### config.mk
export PLATFORM = sky130hd
export DESIGN_NAME = fp_mul_seq_flat
export DESIGN_NICKNAME = d
export VERILOG_FILES = /design/src/rtl/fp_mul_seq_if.sv /design/src/rtl/fp_mul_seq.sv /design/src/flat_wrapper.sv
export SDC_FILE = /design/constraint.sdc
export NUM_CORES = 1
export LEC_CHECK = 0
export BUFFER_PORTS_ARGS = -buffer_cell sky130_fd_sc_hd__clkbuf_2
export CAP_MARGIN = 10
export CORE_ASPECT_RATIO = 1.75
export CORE_MARGIN = 3
export CORE_UTILIZATION = 55
export CTS_CLUSTER_DIAMETER = 80
export CTS_CLUSTER_SIZE = 14
export DETAILED_ROUTE_END_ITERATION = 7
export PLACE_DENSITY = 0.73
export SLEW_MARGIN = 10
export SYNTH_ARGS = -nofsm -noshare
export SYNTH_HDL_FRONTEND = slang
export SYNTH_SLANG_ARGS = --single-unit
### constraint.sdc
create_clock -name clk -period 10.55 [get_ports clk]
set_input_delay 2.11 -clock clk [delete_from_list [all_inputs] [get_ports clk]]
set_output_delay 2.11 -clock clk [all_outputs]
set_load 0.05 [all_outputs]
### src/rtl/fp_mul_seq_if.sv
// Handshake bundle for fp_mul_seq: operand channel in, result channel plus exception flags out.
interface fp_mul_seq_if #(
  parameter int EXP_W  = 8,
  parameter int FRAC_W = 23
) ();
  localparam int W = 1 + EXP_W + FRAC_W;

  logic         in_valid;
  logic         in_ready;
  logic [W-1:0] fp_X;
  logic [W-1:0] fp_Y;
  logic [2:0]   r_mode;
  logic         out_valid;
  logic         out_ready;
  logic [W-1:0] fp_Z;
  logic         ovrf;
  logic         udrf;
  logic         zer;
  logic         inf;
  logic         nan;
  logic         nx;

  modport slave (
    input  in_valid, fp_X, fp_Y, r_mode, out_ready,
    output in_ready, out_valid, fp_Z, ovrf, udrf, zer, inf, nan, nx
  );

  modport master (
    output in_valid, fp_X, fp_Y, r_mode, out_ready,
    input  in_ready, out_valid, fp_Z, ovrf, udrf, zer, inf, nan, nx
  );
endinterface

### src/rtl/fp_mul_seq.sv
// Iterative FP multiplier: radix-4 Booth mantissa loop, normalise, five rounding modes, FTZ.
// FP_MUL_STICKY_FLAGS_EN adds flags_clr / sticky_flags accumulating result flags over handshakes.
module fp_mul_seq #(
  parameter int EXP_W  = 8,
  parameter int FRAC_W = 23
) (
  input  logic       clk,
  input  logic       rst,
  fp_mul_seq_if.slave bus
`ifdef FP_MUL_STICKY_FLAGS_EN
  ,
  input  logic       flags_clr,
  output logic [5:0] sticky_flags
`endif
);
  localparam int W    = 1 + EXP_W + FRAC_W;
  localparam int N    = FRAC_W + 1;
  localparam int PW   = 2 * N;
  localparam int ITER = (FRAC_W + 3) / 2;
  localparam int MW   = 2 * ITER;
  localparam int EW   = EXP_W + 2;
  localparam int CW   = $clog2(ITER + 1);
  localparam logic [EXP_W-1:0]     EXP_ONES = '1;
  localparam logic signed [EW-1:0] BIAS_E   = EW'((1 << (EXP_W - 1)) - 1);
  localparam logic signed [EW-1:0] EMAX_E   = EW'((1 << EXP_W) - 1);
  localparam logic signed [EW-1:0] ZERO_E   = '0;
  localparam logic [2:0] RM_RNE = 3'd0, RM_RTZ = 3'd1, RM_RDN = 3'd2, RM_RUP = 3'd3, RM_RMM = 3'd4;

  typedef enum logic [2:0] {S_IDLE, S_UNPACK, S_MUL, S_NORM, S_ROUND, S_DONE} state_t;

  state_t                state_q;
  logic [W-1:0]          x_q, y_q, z_q;
  logic [2:0]            rm_q;
  logic                  sign_q, spec_wait_q, prev_q;
  logic [PW-1:0]         mcand_q, p_q;
  logic [MW-1:0]         mplr_q;
  logic [CW-1:0]         cnt_q;
  logic signed [EW-1:0]  exp_q;
  logic [N-1:0]          mant_q;
  logic                  g_q, r_q, s_q;
  logic                  out_valid_q, ovrf_q, udrf_q, zer_q, inf_q, nan_q, nx_q;

  // Operand decode from the captured raw words
  logic [EXP_W-1:0]  x_exp, y_exp;
  logic [FRAC_W-1:0] x_frac, y_frac;
  logic              x_zero, y_zero, x_inf, y_inf, x_nan, y_nan;
  logic              sign_d, spec_nan_d, spec_inf_d, spec_zer_d;
  logic [W-1:0]      spec_z_d;

  always_comb begin
    x_exp      = x_q[W-2 -: EXP_W];
    y_exp      = y_q[W-2 -: EXP_W];
    x_frac     = x_q[FRAC_W-1:0];
    y_frac     = y_q[FRAC_W-1:0];
    x_zero     = (x_exp == '0);
    y_zero     = (y_exp == '0);
    x_inf      = (x_exp == EXP_ONES) && (x_frac == '0);
    y_inf      = (y_exp == EXP_ONES) && (y_frac == '0);
    x_nan      = (x_exp == EXP_ONES) && (x_frac != '0);
    y_nan      = (y_exp == EXP_ONES) && (y_frac != '0);
    sign_d     = x_q[W-1] ^ y_q[W-1];
    spec_nan_d = x_nan || y_nan || (x_inf && y_zero) || (x_zero && y_inf);
    spec_inf_d = !spec_nan_d && (x_inf || y_inf);
    spec_zer_d = !spec_nan_d && !spec_inf_d && (x_zero || y_zero);
    if (spec_nan_d)      spec_z_d = {1'b0, EXP_ONES, 1'b1, {(FRAC_W-1){1'b0}}};
    else if (spec_inf_d) spec_z_d = {sign_d, EXP_ONES, {FRAC_W{1'b0}}};
    else                 spec_z_d = {sign_d, {(W-1){1'b0}}};
  end

  // Booth digit from {b(2i+1), b(2i), b(2i-1)}; the product register wraps mod 2^PW harmlessly
  logic [PW-1:0] pp_d;
  always_comb begin
    unique case ({mplr_q[1:0], prev_q})
      3'b001, 3'b010: pp_d = mcand_q;
      3'b011:         pp_d = mcand_q << 1;
      3'b100:         pp_d = -(mcand_q << 1);
      3'b101, 3'b110: pp_d = -mcand_q;
      default:        pp_d = '0;
    endcase
  end

  logic [PW-1:0] pn_d;
  always_comb pn_d = p_q[PW-1] ? p_q : (p_q << 1);

  logic                 inc_d, nx_d, ovf_d, udf_d, to_inf_d;
  logic [N:0]           mant_r;
  logic [FRAC_W-1:0]    frac_r;
  logic signed [EW-1:0] e_r;
  logic [W-1:0]         z_d;
  always_comb begin
    nx_d = g_q | r_q | s_q;
    unique case (rm_q)
      RM_RTZ:  inc_d = 1'b0;
      RM_RDN:  inc_d = nx_d & sign_q;
      RM_RUP:  inc_d = nx_d & ~sign_q;
      RM_RMM:  inc_d = g_q;
      default: inc_d = g_q & (r_q | s_q | mant_q[0]);
    endcase
    mant_r   = {1'b0, mant_q} + {{N{1'b0}}, inc_d};
    frac_r   = mant_r[N] ? mant_r[FRAC_W:1] : mant_r[FRAC_W-1:0];
    e_r      = exp_q + {{(EW-1){1'b0}}, mant_r[N]};
    ovf_d    = (e_r >= EMAX_E);
    udf_d    = !ovf_d && (e_r <= ZERO_E);
    to_inf_d = (rm_q == RM_RNE) || (rm_q == RM_RMM) ||
               ((rm_q == RM_RUP) && !sign_q) || ((rm_q == RM_RDN) && sign_q);
    if (ovf_d && to_inf_d) z_d = {sign_q, EXP_ONES, {FRAC_W{1'b0}}};
    else if (ovf_d)        z_d = {sign_q, EXP_ONES - EXP_W'(1), {FRAC_W{1'b1}}};
    else if (udf_d)        z_d = {sign_q, {(W-1){1'b0}}};
    else                   z_d = {sign_q, e_r[EXP_W-1:0], frac_r};
  end

  always_ff @(posedge clk) begin
    if (rst) begin
      state_q     <= S_IDLE;
      out_valid_q <= 1'b0;
      z_q         <= '0;
      {ovrf_q, udrf_q, zer_q, inf_q, nan_q, nx_q} <= '0;
      spec_wait_q <= 1'b0;
    end else begin
      unique case (state_q)
        S_IDLE: if (bus.in_valid) begin
          x_q         <= bus.fp_X;
          y_q         <= bus.fp_Y;
          rm_q        <= (bus.r_mode > RM_RMM) ? RM_RNE : bus.r_mode;
          spec_wait_q <= 1'b0;
          state_q     <= S_UNPACK;
        end
        S_UNPACK: begin
          sign_q <= sign_d;
          if (spec_nan_d || spec_inf_d || spec_zer_d) begin
            // Special results spend a second UNPACK cycle before DONE
            spec_wait_q <= 1'b1;
            if (spec_wait_q) begin
              z_q         <= spec_z_d;
              {ovrf_q, udrf_q, zer_q, inf_q, nan_q, nx_q} <=
                {1'b0, 1'b0, spec_zer_d, spec_inf_d, spec_nan_d, 1'b0};
              out_valid_q <= 1'b1;
              state_q     <= S_DONE;
            end
          end else begin
            mcand_q <= PW'({1'b1, x_frac});
            mplr_q  <= MW'({1'b1, y_frac});
            prev_q  <= 1'b0;
            p_q     <= '0;
            cnt_q   <= '0;
            exp_q   <= $signed({2'b00, x_exp}) + $signed({2'b00, y_exp}) - BIAS_E;
            state_q <= S_MUL;
          end
        end
        S_MUL: begin
          p_q     <= p_q + pp_d;
          mcand_q <= mcand_q << 2;
          mplr_q  <= mplr_q >> 2;
          prev_q  <= mplr_q[1];
          cnt_q   <= cnt_q + CW'(1);
          if (cnt_q == CW'(ITER - 1)) state_q <= S_NORM;
        end
        S_NORM: begin
          mant_q  <= pn_d[PW-1 -: N];
          g_q     <= pn_d[N-1];
          r_q     <= pn_d[N-2];
          s_q     <= |pn_d[N-3:0];
          exp_q   <= exp_q + {{(EW-1){1'b0}}, p_q[PW-1]};
          state_q <= S_ROUND;
        end
        S_ROUND: begin
          z_q         <= z_d;
          ovrf_q      <= ovf_d;
          udrf_q      <= udf_d;
          zer_q       <= udf_d;
          inf_q       <= ovf_d && to_inf_d;
          nan_q       <= 1'b0;
          nx_q        <= nx_d || ovf_d || udf_d;
          out_valid_q <= 1'b1;
          state_q     <= S_DONE;
        end
        S_DONE: if (bus.out_ready) begin
          out_valid_q <= 1'b0;
          state_q     <= S_IDLE;
        end
        default: state_q <= S_IDLE;
      endcase
    end
  end

  assign bus.in_ready  = (state_q == S_IDLE) && !rst;
  assign bus.out_valid = out_valid_q;
  assign bus.fp_Z      = z_q;
  assign bus.ovrf      = ovrf_q;
  assign bus.udrf      = udrf_q;
  assign bus.zer       = zer_q;
  assign bus.inf       = inf_q;
  assign bus.nan       = nan_q;
  assign bus.nx        = nx_q;

`ifdef FP_MUL_STICKY_FLAGS_EN
  logic [5:0] sticky_q;
  always_ff @(posedge clk) begin
    if (rst) begin
      sticky_q <= '0;
    end else if (out_valid_q && bus.out_ready) begin
      sticky_q <= (flags_clr ? 6'd0 : sticky_q) | {nx_q, nan_q, inf_q, zer_q, udrf_q, ovrf_q};
    end else if (flags_clr) begin
      sticky_q <= '0;
    end
  end
  assign sticky_flags = sticky_q;
`endif
endmodule
### src/flat_wrapper.sv
// flat-port wrapper written by rule: the top's interface ports become plain ports
module fp_mul_seq_flat 
#(
  parameter int EXP_W  = 8,
  parameter int FRAC_W = 23
)
  (clk, rst, bus_in_valid, bus_fp_X, bus_fp_Y, bus_r_mode, bus_out_ready, bus_in_ready, bus_out_valid, bus_fp_Z, bus_ovrf, bus_udrf, bus_zer, bus_inf, bus_nan, bus_nx);
  fp_mul_seq_if #(.EXP_W(EXP_W), .FRAC_W(FRAC_W)) bus_i ();
  input  logic clk;
  input  logic rst;
  input wire logic [$bits(bus_i.in_valid)-1:0] bus_in_valid;
  input wire logic [$bits(bus_i.fp_X)-1:0] bus_fp_X;
  input wire logic [$bits(bus_i.fp_Y)-1:0] bus_fp_Y;
  input wire logic [$bits(bus_i.r_mode)-1:0] bus_r_mode;
  input wire logic [$bits(bus_i.out_ready)-1:0] bus_out_ready;
  output wire logic [$bits(bus_i.in_ready)-1:0] bus_in_ready;
  output wire logic [$bits(bus_i.out_valid)-1:0] bus_out_valid;
  output wire logic [$bits(bus_i.fp_Z)-1:0] bus_fp_Z;
  output wire logic [$bits(bus_i.ovrf)-1:0] bus_ovrf;
  output wire logic [$bits(bus_i.udrf)-1:0] bus_udrf;
  output wire logic [$bits(bus_i.zer)-1:0] bus_zer;
  output wire logic [$bits(bus_i.inf)-1:0] bus_inf;
  output wire logic [$bits(bus_i.nan)-1:0] bus_nan;
  output wire logic [$bits(bus_i.nx)-1:0] bus_nx;
  assign bus_i.in_valid = bus_in_valid;
  assign bus_i.fp_X = bus_fp_X;
  assign bus_i.fp_Y = bus_fp_Y;
  assign bus_i.r_mode = bus_r_mode;
  assign bus_i.out_ready = bus_out_ready;
  assign bus_in_ready = bus_i.in_ready;
  assign bus_out_valid = bus_i.out_valid;
  assign bus_fp_Z = bus_i.fp_Z;
  assign bus_ovrf = bus_i.ovrf;
  assign bus_udrf = bus_i.udrf;
  assign bus_zer = bus_i.zer;
  assign bus_inf = bus_i.inf;
  assign bus_nan = bus_i.nan;
  assign bus_nx = bus_i.nx;
  fp_mul_seq #(.EXP_W(EXP_W), .FRAC_W(FRAC_W)) u_core (.clk(clk), .rst(rst), .bus(bus_i));
endmodule
==> reports/results.txt, run 1 <==
Outcome: finished, final reports clean
Hold EP: u_core.bus.fp_Z[8]
Final setup vio count: 0
Crit path max fanout: 10
Post-route cell area: 19000 um^2
Gate Count Post-Synth: 1906
Mapped Area: 17600 um^2
Syn_area_per_cell: 9.24 um^2
Final GP Congestion: 0.946
Ys flop type: edfxtp_1
Post-synth ARST share: 0%
Avg WL per Cell: 20.2 um
CTS Buffer Depth: 3
GR Util All Layers: 27.1%
WP data arrival: 6.87 ns
Total grt overflow: 0
Synth top area cells: edfxtp_1, nand2_1, dfxtp_1
Initial antenna violation count: 0
Flop-to-flop setup slack: 4.15 ns
Clk_lat worst skew: 0.57 ns
Postcts setup bufs: 0
RSZ-0062 raised after global routing: false
Detailed Route WL: 47300 um
HP Start: u_core.bus.fp_Z[8]
CTS tree: built
CTS root buf: clkbuf_16
Fmax: 0.156 GHz
Yosys reg bits: 273
Total clock sinks: 273
Cell Rows: 86
Syn-to-layout area delta: 7.82%
Vias in the first global route: 14525
Largest net degree at the start of global routing: 98
DR iter-0 viols: 996
Post-synth EDFFs: 230
CTS buffer count: 23
Worst rel slew slack: 20.8%
Drc violations: 0
R2R cell count: 23
Most frequent cell after synthesis: nand2_1
DR vias: 14672
Critical path launch point type: flip-flop
Ant diodes: 0
TNS Setup: 0 ns
Die Span X: 141 um
Max VDD drop: 0.158 mV
I/O pin total: 111
Max-cap violations: 0
Yosys top cell by area: edfxtp_1
Area post-placement: 18300 um^2
Starting Density: 55.8%
Die area: 34300 um^2
Final Hold Vio Count: 0
Syn Nets: 2045
Final min period: 6.40 ns
Final #Nets: 2070
Clk slew on worst S/H paths: 0.07 ns
Reg-to-reg startpoint: u_core.rm_q[2]
Antenna viol nets, final: 0
Synth top area share: 39.2%
CORE AREA: 31500 um^2
Share of cells above drive strength 1: 11.2%
CTS resizes: 0
Worst reg2reg path endpoint: u_core.bus.fp_Z[9]
Post-DP HPWL: 34500 um
Sequential cell area fraction in the yosys report: 44.1%
CTS H-tree lvls: 1
Slew @ Worst Pin: 1.18 ns
Critical Path RT: 11.02 ns
Cts hold-fix bufs: 0
IO Port Bufs: 110
Pre-antenna DRT Iters: 5
Synth warn: 0
Final worst path period share: 60.6%
Power Density: 154 nW/um^2
Leakage: 7.03 nW
Post-synth top cells: nand2_1, edfxtp_1, nor2_1
Synth cell types: 76
Die Ht: 243 um
Slew Limit Fails: 0
Via density: 6.26
First-pass GRT wire length: 75300 um
Hold path cells: 2
Crit path capture type: flip-flop
Setup CP Type: flip-flop to flip-flop
Clk_skew: 0.0254 ns
Hold Crit Class: flip-flop to flip-flop
[logic make-up (layout without fill, tap and decap cells)]
kind of cell | count (synthesis) | in the layout | share of synthesized area, %
compound gates | 446 | 446 | 16.2
simple gates | 771 | 771 | 21.0
xor+xnor | 149 | 149 | 7.41
mux | 51 | 51 | 3.14
flops | 273 | 273 | 44.1
fa+ha+maj | 68 | 68 | 4.92
buf+inv | 148 | 190 | 3.24
[registers in the layout (all words and copies together) (netlist names), 3 cells and up]
name             flops
u_core.bus.fp_Z     32
u_core.cnt_q         4
u_core.exp_q        10
u_core.mant_q       24
u_core.mcand_q      48
u_core.mplr_q       24
u_core.p_q          48
u_core.rm_q          3
u_core.state_q       3
u_core.x_q          32
u_core.y_q          32
[layer usage]
metal  GRT usage [%]  wire length (um)  vias to the layer above
met5               0                 0                        -
met4            15.4              3000                        0
met3            2.74              2050                      156
met2            52.0             25800                      453
met1            27.9             16400                     7024
li1                -                 -                     7039
[final cells by class]
| cell class | instances | area, um^2 |
|---|---|---|
| clock buffers | 40 | 639 |
| clock inverters | 2 | 28.8 |
| fillers | 2724 | 12500 |
| inverters | 21 | 78.8 |
| multi-input cells | 1485 | 9290 |
| flip-flops and latches | 273 | 7770 |
| well taps | 396 | 495 |
| repair buffers | 127 | 678 |
[power breakdown]
part | switching [mW] | leakage [nW] | internal, mW
Clock | 0.398 | 0.318 | 0.415
Combinational | 0.481 | 4.23 | 0.284
Sequential | 0.0723 | 2.48 | 1.26
Total | 0.951 | 7.03 | 1.96
[cell usage in the layout, fill, tap and decap left out, types with 34 or more instances in the layout]
cell and count:
a21oi_1 125, and2_1 35, clkbuf_2 110, dfxtp_1 43, edfxtp_1 230, ha_1 66, nand2_1 285, nand3_1 44
nor2_1 162, nor3_1 50, nor4_1 34, o21ai_0 97, xnor2_1 81, xor2_1 68
[worst max path at each step]
stage	from	end	slack, ns	cells after the start
after floorplan	rst	u_core.cnt_q[0]	1.35	3
after global placement	u_core.rm_q[2]	u_core.bus.fp_Z[9]	4.40	23
after detailed placement	u_core.rm_q[2]	u_core.bus.fp_Z[9]	4.16	23
after CTS	u_core.rm_q[2]	u_core.bus.fp_Z[9]	4.17	23
after global routing	u_core.rm_q[2]	u_core.bus.fp_Z[13]	3.52	23
final	u_core.rm_q[2]	u_core.bus.fp_Z[9]	4.15	23
[per-stage QoR]
stage | hold WS (ns) | setup slack [ns] | total power, mW | util (%) | cells
after detailed placement | 0.448 | 4.16 | 2.12 | 58.1 | 2302
after global placement | 0.442 | 4.40 | 2.10 | 58.1 | 2302
after floorplan | 0.442 | 1.35 | 1.92 | - | 1906
final | 0.455 | 4.15 | 2.92 | 60.2 | 2344
after global routing | 0.477 | 3.52 | 3.06 | 60.2 | 2344
after CTS | 0.462 | 4.17 | 2.93 | 60.2 | 2344
[worst max-delay path: stages, from the launching register on]
cell and delay (ns):
edfxtp_1 0.42, nor3b_1 0.20, ha_1 0.26, nor3b_1 0.25, a21oi_1 0.11, a21oi_1 0.13
ha_1 0.24, ha_1 0.21, and3_1 0.19, and3_1 0.19, and2_1 0.18, and3_1 0.29
nand3_1 0.10, nor2_1 0.31, ha_1 0.30, nand3_1 0.16, nor2_1 0.29, mux2_2 0.37
o21ai_0 0.48, nor2_1 0.12, nor4_2 0.66, nor2b_1 0.48, nand2_1 0.18, o211ai_1 0.20
Power figures use the tool's default switching activity.
==> run 2, diff against run 1 <==
--- a/config.mk
+++ b/config.mk
@@ -5,6 +5,7 @@
 export SDC_FILE = /design/constraint.sdc
 export NUM_CORES = 1
 export LEC_CHECK = 0
+export ABC_AREA = 1
 export BUFFER_PORTS_ARGS = -buffer_cell sky130_fd_sc_hd__clkbuf_2
 export CAP_MARGIN = 10
 export CORE_ASPECT_RATIO = 1.75
@@ -13,7 +14,7 @@
 export CTS_CLUSTER_DIAMETER = 80
 export CTS_CLUSTER_SIZE = 14
 export DETAILED_ROUTE_END_ITERATION = 7
-export PLACE_DENSITY = 0.73
+export PLACE_DENSITY = 0.76
 export SLEW_MARGIN = 10
 export SYNTH_ARGS = -nofsm -noshare
 export SYNTH_HDL_FRONTEND = slang
==> constraint.sdc (replaced) <==
create_clock -name clk -period 5.2 [get_ports clk]
set_input_delay 1.04 -clock clk [delete_from_list [all_inputs] [get_ports clk]]
set_output_delay 1.04 -clock clk [all_outputs]
set_load 0.05 [all_outputs]
==> reports/results.txt, run 2 <==
Outcome: finished, final reports clean
R2R cell count: 17 (-26%)
Initial antenna violation count: 0 (unchanged)
Final core occ: 60.7% (+0.53 points)
CP dominant cell by count: a21oi_1
Max-cap violations: 0 (unchanged)
CTS buffer count: 23 (unchanged)
Share of cells above drive strength 1: 8.34% (-2.9 points)
Yosys top cell by area: edfxtp_1
CTS H-tree lvls: 1 (unchanged)
Die Span X: 143 um (+1.2%)
Setup CP Type: flip-flop to flip-flop
CTS root buf: clkbuf_16
Post-synth ARST share: 0% (unchanged)
Bufs and invs on worst path: 3 (+3)
Final #Nets: 2628 (+27%)
Critical Path Stages: 17 (-26%)
RSZ-0062 raised after global routing: false
Reg power frac: 33.2% (-13 points)
Pre-antenna DRT Iters: 8 (+3)
Clk_lat worst skew: 0.56 ns (about the same)
Clock power frac: 15.9% (-12 points)
Cell Rows: 87 (+1.2%)
Most frequent cells in the layout: nand2_1, nor2_1, inv_1
Critical path's slowest cell: clkinv_1
Most common cell after layout, fill and taps aside: nand2_1
Post-DP HPWL: 40900 um (+19%)
Psw: 4.88 mW (+410%)
Yosys reg bits: 273 (unchanged)
Crit path capture type: flip-flop
Ys flop type: edfxtp_1
Syn Nets: 2538 (+24%)
Max VDD drop: 0.312 mV (+97%)
Worst rel slew slack: 30.1% (+9.3 points)
Avg WL per Cell: 18.2 um (-10%)
Logic pwr share: 50.9% (+25 points)
Vias in the first global route: 16496 (+14%)
Drc violations: 0 (unchanged)
Post-synth top cells: nand2_1, nor2_1, inv_1
Mapped Area: 18000 um^2 (+2.5%)
Largest net degree at the start of global routing: 126 (+29%)
TNS Setup: 0 ns (unchanged)
Critical Path RT: 5.49 ns (-5.53 ns)
Slew @ Worst Pin: 1.05 ns (-0.137 ns)
Hold WS: 0.448 ns (-0.00747 ns)
WP data arrival: 4.99 ns (-1.88 ns)
Antenna viol nets, final: 0 (unchanged)
First-pass GRT wire length: 83100 um (+10%)
Syn_area_per_cell: 7.52 um^2 (-19%)
IO Port Bufs: 110 (unchanged)
DR vias: 16775 (+14%)
Total grt overflow: 0 (unchanged)
CP delay by family, top: compound AO/OA/AOI/OAI gates
Sequential cell area fraction in the yosys report: 43.1% (-1.1 points)
Detailed Route WL: 52800 um (+12%)
Final worst path period share: 90.4% (+30 points)
Cts hold-fix bufs: 0 (unchanged)
Switching Share: 47.7% (+15 points)
CORE AREA: 32300 um^2 (+2.5%)
Synth warn: 0 (unchanged)
Ant diodes: 0 (unchanged)
CP max stage delay: 0.56 ns (-0.10 ns)
Internal: 5.34 mW (+170%)
Post-synth EDFFs: 230 (unchanged)
Final GP Congestion: 1.06 (+13%)
I/O pin total: 111 (unchanged)
Starting Density: 55.8% (about the same)
Via density: 5.77 (-7.8%)
Crit path max fanout: 19 (+9)
Synth cell types: 58 (-24%)
DR iter-0 viols: 1139 (+14%)
Final min period: 4.70 ns (-1.70 ns)
Die area: 35100 um^2 (+2.4%)
CTS Buffer Depth: 3 (unchanged)
Critical path cell sequence: nand2_1 > nand2_1 > nor2_2 > clkinv_1 > buf_4 > o21ai_0 > a21oi_1 > o21ai_0 > ha_1 > a21oi_1 > o21ai_0 > a21oi_1 > nand2_1 > a21oi_1 > inv_1 > o21ai_0 > a21oi_1
Slew Limit Fails: 0 (unchanged)
Hold path cells: 2 (unchanged)
Fill cell count: 2963 (+8.8%)
Final setup vio count: 0 (unchanged)
GR Util All Layers: 30.0% (+2.8 points)
Leakage: 8.19 nW (+17%)
Die Ht: 246 um (+1.2%)
Final Power: 10.2 mW (+250%)
Clk_skew: 0.0251 ns (-0.000315 ns)
Total clock sinks: 273 (unchanged)
Largest regs: u_core.mcand_q (48), u_core.p_q (48)
CTS tree: built
Final Hold Vio Count: 0 (unchanged)
Hold Crit Class: flip-flop to flip-flop
Synth top area cells: edfxtp_1, nand2_1, nor2_1
Clk slew on worst S/H paths: 0.07 ns (about the same)
Syn-to-layout area delta: 8.84%
Critical path launch point type: flip-flop
Postcts setup bufs: 0 (unchanged)
Fmax: 0.213 GHz (+36%)
Synth top area share: 38.3% (-0.95 points)
Gate Count Post-Synth: 2399 (+26%)
Most frequent cell after synthesis: nand2_1
Power Density: 520 nW/um^2 (+240%)
-- run 2: cell types whose count changed in the layout (fill, tap and decap cells not counted), sizes merged, moves of 46 or more --
cell | before | now
nand3 | 44 | 153
nand2 | 285 | 678
inv | 23 | 256
xnor2 | 81 | 12
o21ai | 97 | 143
nor2 | 163 | 362
-- run 2: area by class of cell --
| cell class | count | area [um^2] | share of cell area (%) |
|---|---|---|---|
| tap | 400 | 500 | 2.55 |
| timing repair buffer | 123 | 661 | 3.36 |
| clock buffer | 40 | 639 | 3.26 |
| multi-input combinational | 1809 | 9080 | 46.2 |
| sequential | 273 | 7770 | 39.6 |
| clock inverter | 2 | 17.5 | 0.0892 |
| inverter | 259 | 973 | 4.96 |
-- run 2: worst reg2reg max path, delay by kind of cell, from the launching register on --
kind                     cells  cell delay, ns
flip-flops                   1            0.39
adder cells (fa/ha/maj)      1            0.37
buffers and inverters        3            1.07
AO/OA/AOI/OAI                9            1.79
AND/OR/NAND/NOR              4            0.83
-- run 2: power groups by stage --
stage                     registers [mW]  logic, mW  clock network [mW]
after floorplan                     3.65       3.41                   0
after global placement              3.41       5.01                   0
after detailed placement            3.43       5.09                   0
after CTS                           3.39       5.12                1.66
after global routing                3.44       5.75                1.74
final                               3.39       5.20                1.63
-- run 2: cells by family (layout without fill, tap and decap cells) --
logic type	after synthesis	after routing	share of synthesized area (%)
compound gates	382	382	12.2
xor+xnor	58	58	2.82
fa+ha+maj	68	68	4.80
flops	273	273	43.1
simple gates	1301	1301	30.3
buf+inv	317	424	6.87
-- run 2: repair_timing --
action,CTS,global route
gates resized for setup,0,2
hold endpoints to repair,0,0
setup endpoints to repair,0,21
-- run 2: worst paths after layout --
check                                       to        startpoint  slack, ns
worst max-delay path            u_core.p_q[22]  u_core.mplr_q[0]       0.50
worst min-delay path            u_core.bus.nan    u_core.bus.nan       0.45
worst max register to register  u_core.p_q[22]  u_core.mplr_q[0]       0.50
worst min register to register  u_core.bus.nan    u_core.bus.nan       0.45
-- run 2: per-stage QoR --
step	instances	setup slack [ns]	cell area, um^2
after detailed placement	2864	0.430	19000
after floorplan	2399	0.870	18100
final	2906	0.497	19600
after global placement	2864	0.473	19000
after CTS	2906	0.414	19600
after global routing	2906	0.0232	19600
-- run 2: routing by layer --
metal	vias up	part of all wire [%]	GRT usage, %
met5	-	0	0
met4	0	9.0	22.0
met3	229	5.1	3.04
met2	663	52	55.6
met1	7674	34	30.3
li1	8209	-	-
